==> config.mk <==
export PLATFORM = sky130hd
export DESIGN_NAME = vc_pop_arbiter
export DESIGN_NICKNAME = d
export VERILOG_FILES = /design/src/rtl/vc_pkg.sv /design/src/rtl/vc_grant.sv /design/src/rtl/vc_pop_arbiter.sv
export SDC_FILE = /design/constraint.sdc
export NUM_CORES = 1
export LEC_CHECK = 0
export CORE_AREA = 5 5 79 81
export DETAILED_ROUTE_END_ITERATION = 10
export DIE_AREA = 0 0 84 86
export MAX_ROUTING_LAYER = met4
export SKIP_LAST_GASP = 1
export SYNTH_ARGS = -nofsm -noshare
export SYNTH_HDL_FRONTEND = slang
export SYNTH_HIERARCHICAL = 1
export SYNTH_SLANG_ARGS = --single-unit
==> constraint.sdc <==
create_clock -name clk -period 2 [get_ports clk]
set_input_delay 0.3 -clock clk [delete_from_list [all_inputs] [get_ports clk]]
set_output_delay 0.3 -clock clk [all_outputs]
set_load 0.01 [all_outputs]
==> src/rtl/vc_pkg.sv <==
// ----------------------------------------------------------------------------
// vc_pkg
// Shared definitions for the virtual-channel pop arbiter and the VC FIFO
// wrappers: FSM state encodings, grant-streak width, default VC0 weight, the
// pop-tag record carried down the delivery pipeline, and the streak update rule.
// ----------------------------------------------------------------------------
package vc_pkg;

    // Encoding 2'd3 is unused; the arbiter decodes it back to StIdle.
    typedef enum logic [1:0] {
        StIdle   = 2'd0,
        StActive = 2'd1,
        StStall  = 2'd2
    } vc_state_e;

    localparam int unsigned StreakW       = 3;
    localparam int unsigned DefaultWeight = 4;
    localparam int unsigned PopCntW       = 8;

    // One entry of the pop-tag pipeline: was a word popped, and from which VC.
    typedef struct packed {
        logic vld;
        logic vc;   // 0: VC0, 1: VC1
    } pop_tag_t;

    // Next value of the VC0 grant streak. The streak only means something while
    // VC1 is waiting, so it is cleared whenever VC1 is empty or gets served.
    function automatic logic [StreakW-1:0] streak_next(
        input logic [StreakW-1:0] cur,
        input logic [StreakW-1:0] weight,
        input logic               vc1_empty,
        input logic               gnt_vc0,
        input logic               gnt_vc1
    );
        logic [StreakW-1:0] nxt;
        nxt = cur;
        if (vc1_empty || gnt_vc1) begin
            nxt = '0;
        end else if (gnt_vc0 && (cur != weight)) begin
            nxt = cur + 1'b1;
        end
        return nxt;
    endfunction

endpackage

==> src/rtl/vc_grant.sv <==
// ----------------------------------------------------------------------------
// vc_grant
// Two-way grant between VC0 and VC1. VC0 has strict priority, but once VC0 has
// been granted WEIGHT times in a row while VC1 waits, VC1 gets the next slot.
// Grants are combinational; the only state is the streak counter.
//
// Ports
//   clk          clock
//   reset        synchronous active-high reset (clears the streak)
//   i_pop_en     a pop may be issued this cycle (arbiter ACTIVE, not throttled)
//   i_vc0_empty  VC0 FIFO empty flag
//   i_vc1_empty  VC1 FIFO empty flag
//   o_gnt_vc0    pop VC0 this cycle
//   o_gnt_vc1    pop VC1 this cycle
// ----------------------------------------------------------------------------
module vc_grant
    import vc_pkg::*;
#(
    parameter int unsigned WEIGHT = DefaultWeight
) (
    input  logic clk,
    input  logic reset,
    input  logic i_pop_en,
    input  logic i_vc0_empty,
    input  logic i_vc1_empty,
    output logic o_gnt_vc0,
    output logic o_gnt_vc1
);

    localparam logic [StreakW-1:0] WeightQ = StreakW'(WEIGHT);

    logic [StreakW-1:0] r_streak;
    logic [StreakW-1:0] w_streak_next;
    logic               w_force_vc1;

    always_comb begin
        w_force_vc1   = (r_streak == WeightQ) && !i_vc1_empty;
        // VC1 wins when VC0 has nothing, or when VC0 has used up its streak.
        o_gnt_vc1     = i_pop_en && !i_vc1_empty && (i_vc0_empty || w_force_vc1);
        o_gnt_vc0     = i_pop_en && !i_vc0_empty && !o_gnt_vc1;
        w_streak_next = streak_next(r_streak, WeightQ, i_vc1_empty, o_gnt_vc0, o_gnt_vc1);
    end

    always_ff @(posedge clk) begin
        if (reset) begin
            r_streak <= '0;
        end else begin
            r_streak <= w_streak_next;
        end
    end

endmodule

==> src/rtl/vc_pop_arbiter.sv <==
// ----------------------------------------------------------------------------
// vc_pop_arbiter
// Pops words from two virtual-channel FIFOs (VC0, VC1) and forwards them to a
// downstream FIFO. A three-state FSM (IDLE/ACTIVE/STALL) gates popping on the
// downstream almost-full flag; vc_grant picks which VC is popped. A pop at
// cycle N yields valid_out at N+2 with the word taken from the popped VC.
//
// Ports
//   clk            clock
//   reset          synchronous active-high reset; drops in-flight words
//   VC0_data_out   VC0 read data, valid the cycle after VC0_rd
//   VC0_empty      VC0 empty flag
//   VC1_data_out   VC1 read data, valid the cycle after VC1_rd
//   VC1_empty      VC1 empty flag
//   D_almost_full  downstream almost-full; stops new pops immediately
//   VC0_rd         pop strobe to VC0 (combinational)
//   VC1_rd         pop strobe to VC1 (combinational)
//   data_out       registered popped word, holds when valid_out is low
//   valid_out      one-cycle qualifier per delivered word
//   state_out      current FSM state encoding
//   pop_cnt_vc0    wrapping count of VC0 words delivered
//   pop_cnt_vc1    wrapping count of VC1 words delivered
// ----------------------------------------------------------------------------
module vc_pop_arbiter
    import vc_pkg::*;
#(
    parameter int unsigned BW     = 6,
    parameter int unsigned WEIGHT = DefaultWeight
) (
    input  logic               clk,
    input  logic               reset,
    input  logic [BW-1:0]      VC0_data_out,
    input  logic               VC0_empty,
    input  logic [BW-1:0]      VC1_data_out,
    input  logic               VC1_empty,
    input  logic               D_almost_full,
    output logic               VC0_rd,
    output logic               VC1_rd,
    output logic [BW-1:0]      data_out,
    output logic               valid_out,
    output logic [1:0]         state_out,
    output logic [PopCntW-1:0] pop_cnt_vc0,
    output logic [PopCntW-1:0] pop_cnt_vc1
);

    vc_state_e          r_state;
    vc_state_e          w_state_next;
    logic               w_any_ready;
    logic               w_pop_en;
    logic               w_gnt_vc0;
    logic               w_gnt_vc1;
    pop_tag_t           w_tag_in;
    pop_tag_t           r_tag_s1;   // popped this cycle, FIFO data arrives next
    pop_tag_t           r_tag_s2;   // word currently on data_out
    logic [BW-1:0]      r_data_out;
    logic [PopCntW-1:0] r_pop_cnt_vc0;
    logic [PopCntW-1:0] r_pop_cnt_vc1;

    // ------------------------------------------------------------------------
    // FSM: state register
    // ------------------------------------------------------------------------
    always_ff @(posedge clk) begin
        if (reset) begin
            r_state <= StIdle;
        end else begin
            r_state <= w_state_next;
        end
    end

    // ------------------------------------------------------------------------
    // FSM: next state
    // ------------------------------------------------------------------------
    always_comb begin
        w_any_ready  = !VC0_empty || !VC1_empty;
        w_state_next = r_state;
        unique case (r_state)
            StIdle: begin
                if (w_any_ready) begin
                    w_state_next = D_almost_full ? StStall : StActive;
                end
            end
            StActive: begin
                if (D_almost_full) begin
                    w_state_next = StStall;
                end else if (!w_any_ready) begin
                    w_state_next = StIdle;
                end
            end
            StStall: begin
                if (!D_almost_full) begin
                    w_state_next = w_any_ready ? StActive : StIdle;
                end
            end
            default: w_state_next = StIdle;
        endcase
    end

    // ------------------------------------------------------------------------
    // FSM: outputs
    // ------------------------------------------------------------------------
    always_comb begin
        // Reset gates the strobes directly so nothing is popped in a reset cycle.
        w_pop_en  = (r_state == StActive) && !D_almost_full && !reset;
        VC0_rd    = w_gnt_vc0;
        VC1_rd    = w_gnt_vc1;
        state_out = r_state;
    end

    vc_grant #(
        .WEIGHT (WEIGHT)
    ) u_grant (
        .clk         (clk),
        .reset       (reset),
        .i_pop_en    (w_pop_en),
        .i_vc0_empty (VC0_empty),
        .i_vc1_empty (VC1_empty),
        .o_gnt_vc0   (w_gnt_vc0),
        .o_gnt_vc1   (w_gnt_vc1)
    );

    // ------------------------------------------------------------------------
    // Delivery datapath: tag pipeline, output register, per-VC counters
    // ------------------------------------------------------------------------
    always_comb begin
        w_tag_in.vld = w_gnt_vc0 || w_gnt_vc1;
        w_tag_in.vc  = w_gnt_vc1;
    end

    always_ff @(posedge clk) begin
        if (reset) begin
            r_tag_s1      <= '0;
            r_tag_s2      <= '0;
            r_data_out    <= '0;
            r_pop_cnt_vc0 <= '0;
            r_pop_cnt_vc1 <= '0;
        end else begin
            r_tag_s1 <= w_tag_in;
            r_tag_s2 <= r_tag_s1;
            // FIFO read data is valid exactly one cycle after the pop.
            if (r_tag_s1.vld) begin
                r_data_out <= r_tag_s1.vc ? VC1_data_out : VC0_data_out;
            end
            if (r_tag_s2.vld) begin
                if (r_tag_s2.vc) begin
                    r_pop_cnt_vc1 <= r_pop_cnt_vc1 + 1'b1;
                end else begin
                    r_pop_cnt_vc0 <= r_pop_cnt_vc0 + 1'b1;
                end
            end
        end
    end

    always_comb begin
        data_out    = r_data_out;
        valid_out   = r_tag_s2.vld;
        pop_cnt_vc0 = r_pop_cnt_vc0;
        pop_cnt_vc1 = r_pop_cnt_vc1;
    end

endmodule

==> summary.md <==
| Metric | Value |
|---|---|
| Die width | `84 um` |
| M1 wire length | `1.44 mm` |
| Hold Path Cell Cnt | `3` |
| R2R setup slack | `0.44 ns` |
| Io pins | `44` |
| Avg Cell Area, Syn | `8.92 um2` |
| Synth cell types | `36` |
| Pwr/cell area | `565 nW/um2` |
| CP max stage delay | `0.32 ns` |
| Critical path peak fanout | `3` |
| Synthesized flop and latch total | `31` |
| Pleak | `0.691 nW` |
| Worst min-delay path startpoint | `D_almost_full` |
| Initial core utilization | `25.3%` |
| Sequential share of power | `54.5%` |
| Slew Limit Fails | `0` |
| FF-to-FF Start | `state_out[1]` |
| Clock network power share | `38.1%` |
| Crit start category | `input pin` |
| CP cell instances | `clkdlybuf4s15_1, nor4b_4, buf_4, buf_4, buf_4, buf_4, nand2b_1, nor2_2, buf_2` |
| Worst hold slack | `0.459 ns` |
| Synth Cell Area | `1370 um2` |
| Synth-to-layout area growth | `49.1%` |
| CTS Buffer Depth | `2` |
| GPL Wtd Cong | `0.741` |
| Via/cell ratio | `4.51` |
| Vert. Die Dim | `86 um` |
| GRT Residual Overflow | `0` |
| Min-Delay Path Class | `input pin to flip-flop` |
| Vias in the first global route | `1,266` |
| Latest clock arrival within the worst-skew pair | `0.27 ns` |
| Largest net degree at the start of global routing | `30` |
| Post-DP HPWL | `2.35 mm` |
| Tot Pwr | `0.00115 W` |
| Metal3 WL | `203 um` |
| Critical path buffers and inverters | `6` |
| Number of synthesized flops with an enable pin | `0` |
| CTS Buf Count | `5` |
| Final nets | `230` |
| Clock slew at reported path FFs | `0.06 ns` |
| Initial DRC Count | `37` |
| Outcome | `complete, no violations` |
| Share of cells above drive strength 1 | `13.0%` |
| TritonCTS clock tree | `built` |
| Fmax | `0.527 GHz` |
| DRT Pass-1 Iters | `4` |
| Most numerous cell on the critical path | `buf_4` |
| Reg-to-reg endpoint | `u_grant/r_streak[0]` |
| Gate Count Post-Synth | `153` |
| Slew of the pin with the lowest slew margin | `0.418 ns` |
| VDD IR max | `0.379 mV` |
| Post-synth ARST share | `0%` |
| Final Hold Viols | `0` |
| Endpoints failing setup | `0` |
| Fillers | `570` |
| DRT Wirelength | `3.20 mm` |
| Setup CP Type | `input pin to primary output` |
| Initial antenna violation count | `0` |
| Core Box Area | `5410 um2` |
| Total GRT Usage | `9.53%` |
| Hold EP | `state_out[1]` |
| Number of max-cap violations | `0` |
| Period minus WS final | `1.90 ns` |
| Ys flop type | `dfxtp_1` |
| Number of clock sinks | `31` |
| Syn Nets | `174` |
| NetSw | `0.000245 W` |
| DP Cell Count | `271` |
| Rel. slew slack | `72.1%` |
| Post-route ant nets | `0` |
| Slowest-stage cell, CP | `nor4b_4` |
| Cell Rows | `27` |
| Via Count | `1,262` |
| DRC Markers | `0` |
| Crit end category | `primary output` |
| Final std cells w/o fill | `280` |
| Switching share of total power | `21.3%` |
| CTS root buffer | `clkbuf_8` |
| Final Cycle Share | `94.9%` |
| Comb pwr share | `7.4%` |
| Req. time, crit path | `1.70 ns` |
| YS warnings | `6` |
| Sequential area share after synthesis | `45.5%` |
| Top Metal Used | `met4` |
| First-pass GRT wire length | `5.42 mm` |
| Crit path DAT | `1.60 ns` |
| Internal cell power | `0.000906 W` |
| Routed wl met2 | `1.53 mm` |
| I/O Buffers | `43` |
| Ant. Diodes | `0` |
| H-tree depth | `2` |
| Cells on worst reg2reg path | `9` |
| Routed len/inst | `11.4 um` |
| CTS Hold Bufs | `0` |
| Die ar. | `7220 um2` |
| Crit path max-delay family | `buffers and inverters` |
| Clk_skew | `0.00342 ns` |
layout make-up:
class | instances | area (um2) | area share, %
clock buffer | 6 | 72.6 | 3.56
inverter | 7 | 26.3 | 1.29
multi-input combinational | 109 | 711 | 34.9
sequential | 31 | 622 | 30.5
tap | 72 | 90.1 | 4.43
timing repair buffer | 55 | 514 | 25.3
cell families (layout without fill, tap and decap cells):
kind of cell / after synthesis / in the layout / synth area share [%]
and+or+nand+nor: 60 / 60 / 25.0
AOI/OAI and AO/OA: 34 / 34 / 14.4
DFF: 31 / 31 / 45.5
buffers and inverters: 13 / 68 / 3.76
muxes: 7 / 7 / 5.13
adders and majority gates: 4 / 4 / 3.67
xor gates and xnor gates: 4 / 4 / 2.57
metal layers:
layer | vias to the layer above | track usage, %
met5 | - | -
met4 | 0 | 3.51
met3 | 2 | 3.36
met2 | 34 | 16.8
met1 | 571 | 9.78
li1 | 655 | -
worst max-delay path by stage:
| stage | from | to | cells after the start |
|---|---|---|---|
| 2_1_floorplan | reset | VC0_rd | 5 |
| 3_3_place_gp | D_almost_full | VC1_rd | 6 |
| 3_5_place_dp | D_almost_full | VC1_rd | 6 |
| 4_1_cts | state_out[1] | VC0_rd | 8 |
| 5_1_grt | D_almost_full | VC0_rd | 9 |
| 6_report | D_almost_full | VC0_rd | 9 |
repair_timing:
item	in CTS	in global routing
setup buffers	3	0
pin swaps	2	2
endpoints found under the hold margin	0	0
gates resized for setup	9	4
setup endpoints to repair	2	1
worst reg2reg max path, delay by kind of cell, from the launching register on:
family	cells	cell delay (ns)
AO/OA/AOI/OAI	2	0.23
flip-flops	1	0.33
AND/OR/NAND/NOR	2	0.30
buffers and inverters	5	0.57
cells in the final DEF (no fill, tap or decap), types with 2 or more instances in the layout:
cell type / synthesis / layout
a211oi_1: 6 / 6
a21oi_1: 14 / 14
buf_4: 0 / 12
clkbuf_8: 0 / 5
clkdlybuf4s15_1: 0 / 2
clkdlybuf4s50_1: 0 / 39
dfxtp_1: 31 / 30
ha_1: 4 / 4
inv_1: 7 / 7
mux2i_1: 7 / 7
nand2_1: 7 / 7
nand3_1: 6 / 6
nand3b_1: 2 / 2
nand4_1: 3 / 3
nor2_1: 17 / 16
nor2b_1: 3 / 3
nor3_1: 2 / 2
o21ai_0: 9 / 9
o31ai_1: 3 / 3
or3_1: 6 / 6
or4_1: 3 / 3
xnor2_1: 3 / 3
power by group through the flow:
| stage | Combinational, W | Sequential (W) | Clock [W] |
|---|---|---|---|
| after floorplan | 0.0000245 | 0.000641 | 0 |
| after global placement | 0.0000829 | 0.000640 | 0 |
| after detailed placement | 0.0000832 | 0.000640 | 0 |
| after CTS | 0.0000842 | 0.000626 | 0.000458 |
| after global routing | 0.0000935 | 0.000628 | 0.000485 |
| final | 0.0000852 | 0.000627 | 0.000439 |
registers in the layout, indices dropped and copies added, names as in the netlist:
signal / cells
pop_cnt_vc0: 8
pop_cnt_vc1: 8
data_out: 6
u_grant/r_streak: 3
r_tag_s1: 2
state_out: 2
r_tag_s2: 1
valid_out: 1
per-stage QoR:
step	area, um2	worst slack [ns]	util, %	setup TNS (ns)
floorplan	1370	0.111	-	0
global placement	1930	-0.416	35.7	-0.821
detailed placement	1930	-0.428	35.7	-0.855
CTS	2020	0.0656	37.4	0
global route	2040	-0.00275	37.7	-0.00275
finish	2040	0.102	37.7	0
synth_stat cells, types with 2 or more instances:
cell type   n  area share [%]
o31ai_1     3             1.6
clkbuf_1    3            0.82
xnor2_1     3             1.9
dfxtp_1    31              45
a211oi_1    6             3.3
nand3b_1    2             1.1
nor3_1      2            0.73
inv_1       7             1.9
nand3_1     6             2.2
nor2_1     17             4.7
or4_1       3             1.6
ha_1        4             3.7
a21oi_1    14             5.1
o21ai_0     9             3.3
nand2_1     7             1.9
nor2b_1     3             1.4
mux2i_1     7             5.1
nand4_1     3             1.4
or3_1       6             2.8
No activity file was read; power rests on OpenSTA's default activity.
==> RTL edit 1: new RTL, config.mk and constraints unchanged <==
The package constant `StreakW` goes from 3 to 2.
--- a/src/rtl/vc_pkg.sv
+++ b/src/rtl/vc_pkg.sv
@@ -14,5 +14,5 @@
     } vc_state_e;
 
-    localparam int unsigned StreakW       = 3;
+    localparam int unsigned StreakW       = 2;
     localparam int unsigned DefaultWeight = 4;
     localparam int unsigned PopCntW       = 8;
Formal check against the unedited RTL: not equivalent (Yosys sat finds a counterexample within 4 cycles, from zero or initial values and one cycle with reset high).
==> RTL edit 1 against the unedited design <==
Area after synthesis decreased by 4.9%. First-iteration DRC count decreased by 27%. Final area decreased by 3.7%. Clock power increased by 13%. Via count decreased by 5.8%. Total power increased by 2.7%. Count of clock-buffer cells in the layout increased by 1. Sequential cell count decreased by 1. Highest routed layer unchanged. Synthesized cell count decreased by 7.2%. Setup slack improved by 110 ps. Routed wire length decreased by 4.9%.
==> RTL edit 1: results (changes against the unedited design) <==
Run status
  • Run status: completed (unchanged)

Yosys
  • Avg Cell Area, Syn: 9.14 um^2 (was 8.92 um^2)
  • Top post-synthesis cells by area: dfxtp_1 46%, mux2i_1 5.4%, nor2_1 4.6% (was dfxtp_1 45%, a21oi_1 5.1%, mux2i_1 5.1%)
  • Synth warnings: 6 (unchanged)
  • Register area share after synthesis: 0.463 (was 0.455)
  • Prevailing post-synth register cell: dfxtp_1 (unchanged)
  • Top cells by count, synth: 30 x dfxtp_1, 16 x nor2_1, 11 x a21oi_1 (was 31 x dfxtp_1, 17 x nor2_1, 14 x a21oi_1)
  • Asr flop ratio synth: 0 (unchanged)
  • Synth cell types: 35 (was 36)
  • Post-Syn Nets: 162 (was 174)

Place
  • IO buf count: 43 (unchanged)
  • HPWL Detailed: 2210 um (was 2350 um)
  • Routability Congestion: 0.701 (was 0.741)
  • Placed insts: 258 (was 271)

STA
  • Clock skew: 2.69 ps (was 3.42 ps)
  • Relative slew slack: 0.721 (about the same)

CTS
  • Cts bufs inserted: 5 (unchanged)
  • Clock Latency Late Sink: 270 ps (about the same)
  • Clock slew seen by the registers of the worst setup and hold paths: 60 ps (about the same)
  • Post CTS Setup Buffer Count: 0 (was 3)
  • Root Buffer Master: clkbuf_8 (unchanged)
  • Worst-case clock buffer depth: 2 (unchanged)
  • H-Tree Depth: 2 (unchanged)

Power and ir drop
  • Peak VDD IR: 0.000203 V (was 0.000379 V)
  • P_leak: 0.000655 uW (was 0.000691 uW)
  • Switch Pwr: 253 uW (was 245 uW)

Worst setup path
  • Flop-to-flop setup slack: 470 ps (was 440 ps)
  • Worst Reg-to-Reg Cells: 5 (was 9)
  • Setup crit start: state_out[0] (was D_almost_full)
  • Arrival @ worst endpoint: 1490 ps (was 1600 ps)
  • End point of the critical path: VC1_rd (was VC0_rd)
  • Crit-path max cell delay: 370 ps (was 320 ps)
  • CP max-delay cell: dfxtp_1 (was nor4b_4)
  • Crit path max fanout: 4 (was 3)
  • Reg-to-Reg End: u_grant/r_streak[0] (unchanged)

Min path
  • WHS Path Cells: 3 (unchanged)
  • Hold path start: D_almost_full (unchanged)
  • Worst hold path class: in2reg (unchanged)
  • Worst Hold Path EP: state_out[1] (unchanged)

GRT
  • First-pass GRT wire length: 5330 um (was 5420 um)
  • Initial antenna violation count: 0 (unchanged)
  • Total GRT Usage: 0.0948 (was 0.0953)
  • Largest net degree at the start of global routing: 31 (was 30)
  • Vias in the first global route: 1183 (was 1266)
  • GRT overflow: 0 (unchanged)

Drt
  • Vias per std cell: 4.47 (was 4.51)
  • 1st-iter DRT viols: 27 (was 37)
  • DR WL/cell: 11.4 um (about the same)
  • Drt first pass iters: 4 (unchanged)

Layout
  • Share of cells above drive strength 1: 0.113 (was 0.130)
  • Non-Filler Instances: 266 (was 280)
  • # diodes: 0 (unchanged)
  • Nets: 213 (was 230)
  • Fillcell total: 575 (was 570)
[RTL edit 1: area by class of cell]
class                           instances  area [um^2]  area share
Inverter                                6         22.5      0.0115
Timing Repair Buffer                   50          489       0.250
Clock buffer                            7         86.3      0.0441
Sequential cell                        30          601       0.307
Tap cell                               72         90.1      0.0460
Multi-Input combinational cell        100          666       0.340
Clock inverter                          1         5.00     0.00255
[RTL edit 1: per-stage QoR]
stage	hold WS [ps]	utilization	cell area, um^2	worst slack (ps)
floorplan	365	-	1300	290
global placement	462	0.341	1850	-357
detailed placement	468	0.341	1850	-382
CTS	479	0.361	1950	30.3
global route	372	0.363	1960	35.9
finish	346	0.363	1960	208
[RTL edit 1: metal layers]
layer,GRT usage,wire length [um],vias up
li1,-,-,610
met1,0.0982,1370,538
met2,0.165,1440,34
met3,0.0327,182,7
met4,0.0395,49,0
met5,-,0,-
[RTL edit 1: what timing repair did]
action,in CTS,in global routing
pin swaps,0,1
setup endpoints to repair,2,2
resized for setup,7,3
[RTL edit 1: cell families after synthesis]
kind of cell	count (synthesis)	synth area share
XOR/XNOR	4	0.0270
AO/OA/AOI/OAI	29	0.137
buffers and inverters	12	0.0366
adder cells (fa/ha/maj)	3	0.0289
multiplexers	7	0.0540
AND/OR/NAND/NOR	57	0.254
flip-flops	30	0.463
[RTL edit 1: power by group through the flow]
stage | sequential (uW) | combinational [uW] | clock, uW
floorplan | 621 | 22.2 | 0
global placement | 620 | 79.6 | 0
detailed placement | 620 | 80.0 | 0
CTS | 607 | 81.6 | 521
global route | 607 | 87.0 | 550
finish | 607 | 79.2 | 496
[RTL edit 1: worst max-delay path, delay by kind of cell, from the launching register on]
kind / cells / cell delay (ps)
buffers and inverters: 3 / 490
AND/OR/NAND/NOR: 2 / 350
flip-flops: 1 / 370
==> RTL edit 2: new RTL, config.mk and constraints unchanged <==
Without the edit above. Reset style: asynchronous (`reset`), changed in 3 clocked blocks. Comments in the files are not updated.
--- a/src/rtl/vc_grant.sv
+++ b/src/rtl/vc_grant.sv
@@ -42,5 +42,5 @@
     end
 
-    always_ff @(posedge clk) begin
+    always_ff @(posedge clk or posedge reset) begin
         if (reset) begin
             r_streak <= '0;
--- a/src/rtl/vc_pop_arbiter.sv
+++ b/src/rtl/vc_pop_arbiter.sv
@@ -60,5 +60,5 @@
     // FSM: state register
     // ------------------------------------------------------------------------
-    always_ff @(posedge clk) begin
+    always_ff @(posedge clk or posedge reset) begin
         if (reset) begin
             r_state <= StIdle;
@@ -127,5 +127,5 @@
     end
 
-    always_ff @(posedge clk) begin
+    always_ff @(posedge clk or posedge reset) begin
         if (reset) begin
             r_tag_s1      <= '0;
Behaviour: differs if reset is asserted again (counterexample within 4 cycles, from zero or initial values and one cycle with reset high); with reset held inactive, the same outputs for 10 cycles.
==> RTL edit 2 against the unedited design <==
Final area increased by 1.2%. Maximum frequency decreased by 1.5%. Setup slack got worse by 29 ps. Hold slack got worse by 84 ps. Area after synthesis decreased by 1.1%. Via count decreased by 16%. Routed wire length decreased by 8.1%. Final cell count decreased by 11%. Sequential cell count unchanged. Critical path type unchanged.
Power is not compared: it rests on default switching activity, and its combinational part moved more than twofold at a synthesized area within 25%.
==> RTL edit 2: results (changes against the unedited design) <==
Run status
  • Run status: completed (unchanged)

Worst setup path
  • Launching point of the worst reg2reg path: u_grant/r_streak[0] (was state_out[1])
  • Worst Reg-to-Reg Cells: 7 (was 9)
  • Arrival @ worst endpoint: 1630 ps (was 1600 ps)
  • End point of the critical path: VC1_rd (was VC0_rd)
  • Flop-to-flop setup slack: 420 ps (was 440 ps)
  • Crit-path max cell delay: 450 ps (was 320 ps)
  • Reg-to-Reg End: r_tag_s1[1] (was u_grant/r_streak[0])
  • CP max-delay cell: clkdlybuf4s50_1 (was nor4b_4)

Yosys
  • Top post-synthesis cells by area: dfrtp_1 57%, xnor2_1 6.5%, mux2i_1 4.4% (was dfxtp_1 45%, a21oi_1 5.1%, mux2i_1 5.1%)
  • Synth Area in XOR/XNOR: 0.0908 (was 0.0257)
  • Mux share of post-synthesis cell area: 0.0612 (was 0.0513)
  • Post-Synth Adder-Cell Area: 0.0371 (was 0.0367)
  • Compound-gate portion of the synthesized area: 0.0565 (was 0.144)
  • Asr flop ratio synth: 1.00 (was 0)
  • Prevailing post-synth register cell: dfrtp_1 (was dfxtp_1)
  • Top cells by count, synth: 31 x dfrtp_1, 11 x nand2_1, 11 x nor2_1 (was 31 x dfxtp_1, 17 x nor2_1, 14 x a21oi_1)
  • Cell count after synthesis: 118 (was 153)
  • Synth cell types: 29 (was 36)
  • Register area share after synthesis: 0.575 (was 0.455)
  • Post-Syn Nets: 139 (was 174)

Place
  • Placed insts: 243 (was 271)
  • Placed cell areas: 1950 um^2 (was 1930 um^2)
  • HPWL Detailed: 2190 um (was 2350 um)
  • Routability Congestion: 0.766 (was 0.741)

Power and ir drop
  • Switch Pwr: 402 uW

Layout
  • Fillcell total: 537 (was 570)
  • Area growth syn-to-layout: 52.5% (was 49.1%)
  • Share of cells above drive strength 1: 0.140 (was 0.130)

Drt
  • Vias per std cell: 4.26 (was 4.51)
  • Metal3 WL: 196 um (was 203 um)
  • Final wirelength: 2940 um (was 3200 um)
  • Met2 WL post-DR: 1410 um (was 1530 um)
  • M1 WL: 1290 um (was 1440 um)
  • 1st-iter DRT viols: 23 (was 37)

Min path
  • Worst hold path class: in2async (was in2reg)

CTS
  • Post CTS Setup Buffer Count: 0 (was 3)
  • Post-CTS Resized: 3 (was 9)

STA
  • Min cycle time layout: 1930 ps (was 1900 ps)
  • Measured slew at the worst slew-check pin: 407 ps (was 418 ps)
  • Clock skew: 5.94 ps (was 3.42 ps)

GRT
  • Vias in the first global route: 988 (was 1266)
  • Largest net degree at the start of global routing: 29 (was 30)
  • Met3 usage: 0.0288 (was 0.0336)
  • First-pass GRT wire length: 4620 um (was 5420 um)
  • Global Route met2 Usage: 0.132 (was 0.168)
==> RTL edit 2: cell count changes in the layout (fill, tap and decap cells not counted), sizes merged, moves of 7 or more <==
cell,delta
dfxtp,-31
or3,-7
dfrtp,+31
xnor2,+7
o21ai,-10
==> RTL edit 2: worst min path at each step <==
stage / startpoint / slack (ps) / to / cells past startpoint
after floorplan: reset / 50 / u_grant/r_streak[0] / 1
after global placement: pop_cnt_vc1[7] / 460 / pop_cnt_vc1[7] / 1
after detailed placement: pop_cnt_vc1[7] / 460 / pop_cnt_vc1[7] / 1
after CTS: reset / 360 / u_grant/r_streak[2] / 3
after global routing: reset / 380 / u_grant/r_streak[2] / 3
final: reset / 370 / u_grant/r_streak[2] / 3
==> RTL edit 2: cell type report <==
| cell class | count | area share |
|---|---|---|
| clock inverters | 1 | 0.0146 |
| multi-input cells | 81 | 0.273 |
| inverters | 4 | 0.00729 |
| clock buffers | 6 | 0.0352 |
| flip-flops and latches | 31 | 0.377 |
| repair buffers | 55 | 0.250 |
| well taps | 72 | 0.0437 |
